File: src/rtl/fetch_unit_pkg.sv
// Shared fetch-stage definitions: FSM state encodings and the
// default filler instruction word.
package fetch_unit_pkg;

  typedef enum logic [1:0] {
    ST_INIT = 2'd0,
    ST_RUN  = 2'd1,
    ST_DONE = 2'd2
  } fetch_state_e;

  localparam logic [15:0] NOP_WORD_DEF = 16'hFFFF;

endpackage

File: src/rtl/fetch_unit_if_id_reg.sv
// IF/ID pipeline register: instruction, its pc and a valid flag.
// Ports: load_i capture, flush_i clear to NOP, kill_i drop valid, else hold.
module if_id_reg
  import fetch_unit_pkg::*;
#(
  parameter int          ADDR_W   = 32,
  parameter int          INST_W   = 16,
  parameter logic [15:0] NOP_WORD = NOP_WORD_DEF
) (
  input  logic              clk,
  input  logic              rst,
  input  logic              load_i,
  input  logic              flush_i,
  input  logic              kill_i,
  input  logic [INST_W-1:0] inst_i,
  input  logic [ADDR_W-1:0] pc_i,
  output logic [INST_W-1:0] inst_o,
  output logic [ADDR_W-1:0] pc_o,
  output logic              valid_o
);

  localparam logic [INST_W-1:0] NOP = INST_W'(NOP_WORD);

  logic [INST_W-1:0] inst_q;
  logic [ADDR_W-1:0] pc_q;
  logic              valid_q;

  always_ff @(posedge clk or posedge rst) begin
    if (rst) begin
      inst_q  <= NOP;
      pc_q    <= '0;
      valid_q <= 1'b0;
    end else if (flush_i) begin
      inst_q  <= NOP;
      valid_q <= 1'b0;
    end else if (load_i) begin
      inst_q  <= inst_i;
      pc_q    <= pc_i;
      // Filler words are captured but never presented as real work.
      valid_q <= (inst_i != NOP);
    end else if (kill_i) begin
      valid_q <= 1'b0;
    end
  end

  assign inst_o  = inst_q;
  assign pc_o    = pc_q;
  assign valid_o = valid_q;

endmodule

File: src/rtl/fetch_unit.sv
// Instruction fetch stage: drives the memory word address, captures the
// returned word into IF/ID, handles stall, branch flush and end-of-program halt.
module fetch_unit
  import fetch_unit_pkg::*;
#(
  parameter int          ADDR_W   = 32,
  parameter int          INST_W   = 16,
  parameter int          PC_LAST  = 255,
  parameter logic [15:0] NOP_WORD = NOP_WORD_DEF
) (
  input  logic              clk,
  input  logic              rst,
  input  logic              i_stall,
  input  logic              i_branch_taken,
  input  logic [ADDR_W-1:0] i_branch_target,
  input  logic [INST_W-1:0] i_inst,
  output logic [ADDR_W-1:0] o_pc,
  output logic [INST_W-1:0] o_if_inst,
  output logic [ADDR_W-1:0] o_if_pc,
  output logic              o_if_valid,
  output logic              o_halted
);

  localparam logic [ADDR_W-1:0] LAST = ADDR_W'(PC_LAST);

  fetch_state_e      state_q;
  logic [ADDR_W-1:0] pc_q;
  logic              halted_q;

  logic              run;
  logic              flush;
  logic              load;
  logic              kill;

  // Branch beats stall; nothing reaches IF/ID outside RUN.
  assign run   = (state_q == ST_RUN);
  assign flush = run & i_branch_taken;
  assign load  = run & ~i_branch_taken & ~i_stall;
  assign kill  = (state_q == ST_DONE);

  always_ff @(posedge clk or posedge rst) begin
    if (rst) begin
      state_q  <= ST_INIT;
      pc_q     <= '0;
      halted_q <= 1'b0;
    end else begin
      unique case (state_q)
        ST_INIT: state_q <= ST_RUN;
        ST_RUN: begin
          if (i_branch_taken) begin
            pc_q <= i_branch_target;
          end else if (!i_stall) begin
            if (pc_q >= LAST) begin
              state_q  <= ST_DONE;
              halted_q <= 1'b1;
            end else begin
              pc_q <= pc_q + 1'b1;
            end
          end
        end
        ST_DONE: state_q <= ST_DONE;
        default: state_q <= ST_INIT;
      endcase
    end
  end

  if_id_reg #(
    .ADDR_W  (ADDR_W),
    .INST_W  (INST_W),
    .NOP_WORD(NOP_WORD)
  ) u_if_id (
    .clk    (clk),
    .rst    (rst),
    .load_i (load),
    .flush_i(flush),
    .kill_i (kill),
    .inst_i (i_inst),
    .pc_i   (pc_q),
    .inst_o (o_if_inst),
    .pc_o   (o_if_pc),
    .valid_o(o_if_valid)
  );

  assign o_pc     = pc_q;
  assign o_halted = halted_q;

endmodule

File: config.mk
export PLATFORM = sky130hd
export DESIGN_NAME = fetch_unit
export DESIGN_NICKNAME = d
export VERILOG_FILES = /design/src/rtl/fetch_unit_pkg.sv /design/src/rtl/fetch_unit_if_id_reg.sv /design/src/rtl/fetch_unit.sv
export SDC_FILE = /design/constraint.sdc
export NUM_CORES = 1
export LEC_CHECK = 0
export CAP_MARGIN = 10
export CORE_MARGIN = 2
export CORE_UTILIZATION = 49
export DETAILED_ROUTE_END_ITERATION = 12
export GPL_TIMING_DRIVEN = 0
export PLACE_DENSITY = 0.86
export SETUP_SLACK_MARGIN = 0.02
export SLEW_MARGIN = 20
export SYNTH_ARGS = -nofsm -noshare
export SYNTH_HDL_FRONTEND = slang
export SYNTH_SLANG_ARGS = --single-unit
File: constraint.sdc
create_clock -name clk -period 8.85 [get_ports clk]
set_clock_uncertainty 0.05 [all_clocks]
set_input_delay 2.655 -clock clk [delete_from_list [all_inputs] [get_ports clk]]
set_output_delay 2.655 -clock clk [all_outputs]
set_load 0.02 [all_outputs]
# After elaboration in Yosys (flattened, before gate mapping)
# Index checks and enable logic that the tools add are counted.
[classes]
n_bitwise = 6
muxes = 12
n_reduce_logical = 7
add_sub_neg = 1
magnitude_cmp = 1
eq_ne = 8
[op_table]
columns = ["op", "count"]
rows = [
  ["$mux W32", 3],
  ["$add A32 B1 Y32 const B", 1],
  ["$ge A32 B8 Y1 const B", 1],
  ["$mux W16", 2],
  ["$ne A16 B16 Y1 const B", 1],
  ["$mux W2", 3],
  ["$ne A2 B2 Y1 const B", 3],
  ["$pmux W2 S3", 1],
  ["$reduce_and A3 Y1", 2],
  ["$ne A2 B1 Y1 const B", 2],
  ["$reduce_and A4 Y1", 1],
  ["$and A1 B1 Y1", 3],
  ["$mux W1", 3],
  ["$not A1 Y1", 3],
  ["$reduce_bool A3 Y1", 1],
  ["$eq A2 B1 Y1 const B", 1],
  ["$eq A2 B2 Y1 const B", 1],
  ["$logic_not A2 Y1", 1],
  ["$reduce_and A2 Y1", 1],
  ["$reduce_bool A2 Y1", 1],
]
[totals]
input_bits = 52
ff_bits = 84
word_cells = 41

# Logic depth before layout (Yosys ltp)
# Gate-level depths: netlist (run 1).
[depth]
word_depth = 5
ltp_mapped = 10
mapped_depth_nobuf = 7

# Cells and area by module
# From an unflattened synthesis (run 1), not the netlist that was laid out.
[hier_totals]
cells_unflattened = 342
hier_area_um2 = 3821.2
[modules_own_cells]
columns = ["module", "area_each_um2", "n_inst", "cells_each"]
rows = [
  ["if_id_reg", 1973.1, 1, 133],
  ["fetch_unit", 1848.0, 1, 209],
]

# Least setup slack after synthesis (run 1)
# OpenSTA, ideal clock, no wires.
[synth_path]
kind = "input -> register"
start = "input i_stall"
end = "register pc_q[10], in the netlist o_pc[10]"
arrival_ps = 3675
path_buffers = 3
stages = 8
setup_time_ps = 126
setup_slack_ps = 4999
cell_sequence = "nand2b_1 > clkbuf_1 > nor2_1 > nand4bb_1 > buf_2 > nand2_2 > buf_2 > a21oi_1"
[synth_via]
elab_chain_len = 2
[synth_lines]
columns = ["element", "line", "source"]
rows = [
  ["start, declared", "fetch_unit.sv:13", "input logic i_stall,"],
  ["$ne A2 B1 Y1 (no source line)", "n/a", ""],
  ["$reduce_and A3 Y1 (no source line)", "n/a", ""],
  ["end signal, assigned", "fetch_unit.sv:51", "pc_q <= i_branch_target;"],
  ["end signal, assigned", "fetch_unit.sv:57", "pc_q <= pc_q + 1'b1;"],
  ["end, declared", "fetch_unit.sv:27", "logic [ADDR_W-1:0] pc_q;"],
]
# Every way passes these cells.
# A chain may end at the register's enable or synchronous reset.

# Worst setup path after layout (run 1)
[layout_path]
start = "input i_branch_taken"
end = "register u_if_id.pc_q[23], in the netlist u_if_id.pc_o[23]"
[layout_via]
elab_chain_len = 4
elab_cells_between_ends = 6
classes_between = "5 x bitwise; 1 x reduce/logical"
[layout_lines]
columns = ["element", "line", "source"]
rows = [
  ["start, declared", "fetch_unit.sv:14", "input logic i_branch_taken,"],
  ["$not A1 Y1 (no source line)", "n/a", ""],
  ["$and A1 B1 Y1 (2 in series)", "fetch_unit.sv:38", "assign load = run & ~i_branch_taken & ~i_stall;"],
  ["$reduce_and A2 Y1 (no source line) *", "n/a", ""],
  ["end signal, assigned", "fetch_unit_if_id_reg.sv:38", "pc_q <= pc_i;"],
  ["end, declared", "fetch_unit_if_id_reg.sv:25", "logic [ADDR_W-1:0] pc_q;"],
]
# Mark *: on every way between the ends. The rest lies on a longest branch, timed or not.

==> impl_metrics.env, run 1 <==
export IMPL_syn_nets=486
export IMPL_path_clk_slew_ps=90
export IMPL_hold_buffers=0
export IMPL_post_synth_top_count_cell="nand2_1"
export IMPL_dp_cells=666
export IMPL_wl_met2_um=5928
export IMPL_worstSetupStartpointType="input pin"
export IMPL_hold_violations=0
export IMPL_finalWeightedCongestion=0.8922
export IMPL_drc=0
export IMPL_drive_gt1_share_pct=8.793
export IMPL_clock_latency_ps=370
export IMPL_first_global_vias=3767
export IMPL_final_cells=682
export IMPL_ys_ff_latch=84
export IMPL_worstMarginPinSlew_ps=617.3
export IMPL_synth_edff_count=0
export IMPL_worst_slack_ps=4349
export IMPL_synthDistinctLibCells=45
export IMPL_status="complete, no violations"
export IMPL_start_util_pct=50.45
export IMPL_hpwl_um=8719
export IMPL_grt_overflow=0
export IMPL_synth_top_area_share_pct=43.65
export IMPL_worstPathMaxFanout=10
export IMPL_fp_dieH_um=93.20
export IMPL_cts_setup_buffers=0
export IMPL_cpPeakStageDelay_ps=550
export IMPL_fmax_mhz=222.2
export IMPL_cp_cell_sequence="clkdlybuf4s50_1 -> inv_1 -> clkbuf_1 -> nand2_1 -> clkbuf_1 -> nand2_1 -> nand2_1"
export IMPL_area_growth_pct=43.55
export IMPL_diodes=0
export IMPL_ir_worst_vdd_uv=221.4
export IMPL_p_total_mw=2.077
export IMPL_fin_crit_sh_pct=50.86
export IMPL_nets=631
export IMPL_maxSlewHeadroom_pct=58.85
export IMPL_syn_cell_area_um2=3899
export IMPL_netlist_top_cells_count="nand2_1, dfrtp_1, a21oi_1"
export IMPL_dpl_cell_area_um2=5388
export IMPL_ios=134
export IMPL_via_count=3874
export IMPL_required_ps=9050
export IMPL_worst_setup_path_end_kind="flop"
export IMPL_hold_worst_slack_ps=428.5
export IMPL_die_w_um=93.20
export IMPL_synth_ff_type="dfrtp_1"
export IMPL_rows=32
export IMPL_ant_nets=0
export IMPL_setup_tns_ps=0
export IMPL_async_flop_share_pct=100.0
export IMPL_top_layer="met4"
export IMPL_cp_slowest_cell="clkdlybuf4s50_1"
export IMPL_grt_max_degree=57
export IMPL_wl_met1_um=4785
export IMPL_grt_usage_pct=28.30
export IMPL_die_area_um2=8686
export IMPL_synthTopCellsByArea="dfrtp_1, nand2_1, dfstp_2"
export IMPL_finalCriticalPeriod_ps=4501
export IMPL_synth_warnings=0
export IMPL_wl_met3_um=867
export IMPL_hp_class="reg2reg"
export IMPL_cts_tree="built"
export IMPL_ctsHtreeMaxLevel=3
export IMPL_fill_cells=578
export IMPL_coreArea_um2=7727
export IMPL_wl_um=11890
export IMPL_final_util_pct=72.43
export IMPL_viasPerCell=5.680
export IMPL_ctsResizeCount=0
export IMPL_cap_violations=0
export IMPL_seq_area_frac_synth_pct=54.43
export IMPL_drv_slew=0
export IMPL_io_buffers=133
export IMPL_clockBufferDepth=2
export IMPL_p_leak_nw=2.410
export IMPL_root_buffer="clkbuf_8"
export IMPL_drtIter0Drc=282
export IMPL_synth_area_leader_cell="dfrtp_1"
export IMPL_rsz0062_at_grt="false"
export IMPL_criticalPathCategory="in2reg"
export IMPL_syn_avg_cell_area_um2=9.067
export IMPL_dp_slack_ps=4027
export IMPL_clock_sinks=84
export IMPL_worstPathArrival_ps=4700
export IMPL_drtPass1Iterations=5
export IMPL_cts_inserted_buffers=9
export IMPL_p_per_area_nw_per_um2=371.0
export IMPL_synth_cells=430
export IMPL_cpMostUsedCell="nand2_1"
export IMPL_drt_wirelength_per_cell_um=17.44
export IMPL_grt_pass1_wl_um=18940
export IMPL_antenna_found_initial=0
export IMPL_setup_viol=0
export IMPL_final_area_um2=5597
[registers in the layout, summed over array words and instances, names as in the netlist]
signal,count
u_if_id.valid_o,1
u_if_id.inst_o,16
state_q,2
o_halted,1
o_pc,32
u_if_id.pc_o,32
[layer usage]
layer,vias to the layer above,global-route usage (%)
met5,-,0
li1,1776,-
met4,0,11.89
met2,203,45.89
met1,1868,37.69
met3,27,5.077
[path summary, 6_finish.rpt]
path,depth (start not counted),start,endpoint,slack (ps)
setup / recovery,7,i_branch_taken,u_if_id.pc_o[23]$_DFFE_PP0P_,4350
hold / removal,2,u_if_id.pc_o[16]$_DFFE_PP0P_,u_if_id.pc_o[16]$_DFFE_PP0P_,430
setup reg to reg,8,state_q[1]$_DFFE_PP0P_,u_if_id.pc_o[23]$_DFFE_PP0P_,6520
min in group asynchronous,2,rst,u_if_id.pc_o[13]$_DFFE_PP0P_,2570
hold reg to reg,2,u_if_id.pc_o[16]$_DFFE_PP0P_,u_if_id.pc_o[16]$_DFFE_PP0P_,430
max in group asynchronous,3,rst,u_if_id.inst_o[15]$_DFFE_PP1P_,5540
[layout by cell type, fill, tap and decap left out, types with 5 or more instances in the layout]
cell type and count:
nand4_1 12, clkbuf_8 9, a31oi_1 5, clkbuf_1 21, nor2_1 24, dfrtp_1 68, nand2_1 142, and3_1 9
o22ai_1 8, dfstp_2 16, a21oi_1 33, inv_1 10, nand3_1 10, clkdlybuf4s50_1 133, o21ai_0 13, o22a_1 9
[layout make-up]
type	instances	area [um2]	area share, %
sequential	84	2122	37.92
multi-input combinational	311	1630	29.13
timing repair buffer	134	1359	24.28
clock buffer	11	131.4	2.347
tap	102	127.6	2.280
buffer	24	105.1	1.878
clock inverter	5	77.57	1.386
inverter	11	43.79	0.7825
[power by group]
part	leakage [nW]	internal [mW]	total (mW)	switching [mW]
combinational	1.36	0.468	1.01	0.545
sequential	0.950	0.589	0.764	0.175
clock	0.103	0.158	0.299	0.141
total	2.41	1.22	2.08	0.861
[cell families after synthesis]
kind of cell    synth area share [%]
fa+ha+maj                      1.284
flops                          54.43
mux                           0.8344
compound gates                 13.16
simple gates                   26.54
buf+inv                        3.755
[critical path: cells and delay by family]
family	cells	cell delay [ps]
buffers and inverters	4	1420
AND/OR/NAND/NOR	3	620
No activity file was read; power rests on OpenSTA's default activity.
==> run 2: changes to the inputs <==
Settings changed: CORE_UTILIZATION 49 to 41, PLACE_DENSITY 0.86 to 0.76.
Clock period 8.85 ns to 3.7 ns, I/O delays scaled along.
==> impl_metrics.env, run 2 (same netlist as run 1, synthesis figures left out) <==
export IMPL_diodes=0
export IMPL_worst_setup_path_end_kind="flop"
export IMPL_worstSetupStartpointType="input pin"
export IMPL_use_met3_pct=4.693
export IMPL_clock_latency_ps=350
export IMPL_nets=631
export IMPL_p_leak_nw=2.411
export IMPL_ir_worst_vdd_uv=319.7
export IMPL_dpl_cell_area_um2=5421
export IMPL_grt_usage_pct=23.60
export IMPL_worstPathArrival_ps=3120
export IMPL_combPwrFrac_pct=48.7
export IMPL_intPower_mw=2.913
export IMPL_drtPass1Iterations=4
export IMPL_hold_violations=0
export IMPL_switching_share_pct=41.10
export IMPL_ios=134
export IMPL_busiest_layer="met2"
export IMPL_rsz0062_at_grt="false"
export IMPL_first_global_vias=3717
export IMPL_grt_overflow=0
export IMPL_antenna_found_initial=0
export IMPL_hp_class="reg2reg"
export IMPL_mostFrequentLayoutCells="nand2_1, clkdlybuf4s50_1, dfrtp_1"
export IMPL_fmax_mhz=341.0
export IMPL_drt_wirelength_per_cell_um=16.83
export IMPL_drive_gt1_share_pct=8.621
export IMPL_setup_viol=0
export IMPL_final_common_cell="nand2_1"
export IMPL_cts_tree="built"
export IMPL_seqPwrFrac_pct=37.0
export IMPL_hold_buffers=0
export IMPL_finalCriticalPeriod_ps=2932
export IMPL_area_growth_pct=44.42
export IMPL_cts_inserted_buffers=9
export IMPL_die_area_um2=10310
export IMPL_use_met1_pct=31.81
export IMPL_path_clk_slew_ps=80
export IMPL_drtIter0Drc=186
export IMPL_coreArea_um2=9240
export IMPL_maxSlewHeadroom_pct=58.84
export IMPL_viasPerCell=5.374
export IMPL_rows=35
export IMPL_power_share_clock_pct=14.3
export IMPL_drv_slew=0
export IMPL_cts_setup_buffers=0
export IMPL_grt_pass1_wl_um=18780
export IMPL_final_area_um2=5630
export IMPL_gr_usage_met2_pct=37.45
export IMPL_io_buffers=133
export IMPL_wl_um=11930
export IMPL_p_sw_mw=2.032
export IMPL_p_per_area_nw_per_um2=878.2
export IMPL_fin_crit_sh_pct=79.25
export IMPL_setup_tns_ps=0
export IMPL_clockBufferDepth=2
export IMPL_worstMarginPinSlew_ps=617.4
export IMPL_ctsResizeCount=0
export IMPL_worstPathMaxFanout=10
export IMPL_cap_violations=0
export IMPL_criticalPathCategory="in2reg"
export IMPL_finalWeightedCongestion=0.8625
export IMPL_die_w_um=101.5
export IMPL_status="complete, no violations"
export IMPL_fp_dieH_um=101.5
export IMPL_required_ps=3890
export IMPL_start_util_pct=42.19
export IMPL_hpwl_um=8893
export IMPL_ctsHtreeMaxLevel=3
export IMPL_ant_nets=0
export IMPL_grt_max_degree=57
export IMPL_root_buffer="clkbuf_8"
export IMPL_clock_sinks=84
export IMPL_drc=0
export IMPL_via_count=3810
run 2: area by class of cell:
type	count	area, um2
fill	798	3610
sequential	84	2122
multi-input combinational	311	1630
timing repair buffer	134	1359
tap	129	161.4
clock buffer	12	135.1
buffer	24	105.1
clock inverter	4	73.82
inverter	11	43.79
run 2: final timing paths:
kind	from	end	slack, ps	cells after the start
setup / recovery	i_branch_taken	u_if_id.pc_o[0]$_DFFE_PP0P_	770	7
hold / removal	u_if_id.pc_o[25]$_DFFE_PP0P_	u_if_id.pc_o[25]$_DFFE_PP0P_	430	2
setup reg to reg	state_q[1]$_DFFE_PP0P_	u_if_id.pc_o[0]$_DFFE_PP0P_	1350	7
hold reg to reg	u_if_id.pc_o[25]$_DFFE_PP0P_	u_if_id.pc_o[25]$_DFFE_PP0P_	430	2
max in group asynchronous	rst	u_if_id.inst_o[3]$_DFFE_PP1P_	1900	3
min in group asynchronous	rst	o_pc[31]$_DFFE_PP0P_	1040	2
run 2: power groups by stage:
| stage | clock network, mW | logic [mW] | registers [mW] |
|---|---|---|---|
| floorplan | 0 | 0.778 | 2.27 |
| global placement | 0 | 2.34 | 1.82 |
| detailed placement | 0 | 2.41 | 1.84 |
| CTS | 0.720 | 2.42 | 1.83 |
| finish | 0.705 | 2.41 | 1.83 |
| global route | 0.765 | 2.58 | 1.90 |
run 2: metrics by stage:
| stage | std cells | util [%] | total power, mW | hold slack [ps] | setup slack, ps |
|---|---|---|---|---|---|
| 2_1_floorplan | 430 | - | 3.049 | 457.4 | 401.3 |
| 3_3_place_gp | 692 | 58.35 | 4.168 | 408.9 | -884.2 |
| 3_5_place_dp | 693 | 58.67 | 4.255 | 415.8 | 443.0 |
| 4_1_cts | 709 | 60.93 | 4.969 | 433.7 | 793.8 |
| 5_1_grt | 709 | 60.93 | 5.241 | 456.2 | 651.7 |
| 6_report | 709 | 60.93 | 4.945 | 427.8 | 767.7 |
run 2: critical path: stages:
cell	delay (ps)
clkdlybuf4s50_1	530
inv_1	120
clkbuf_1	410
nand2_1	380
clkbuf_1	360
nand2_1	150
nand2_1	60
run 2: per-layer routing:
metal  vias up  part of all wire, %
li1       1768                    -
met1      1836                   42
met2       183                   49
met3        23                  6.8
met4         0                  2.5
met5         -                    0
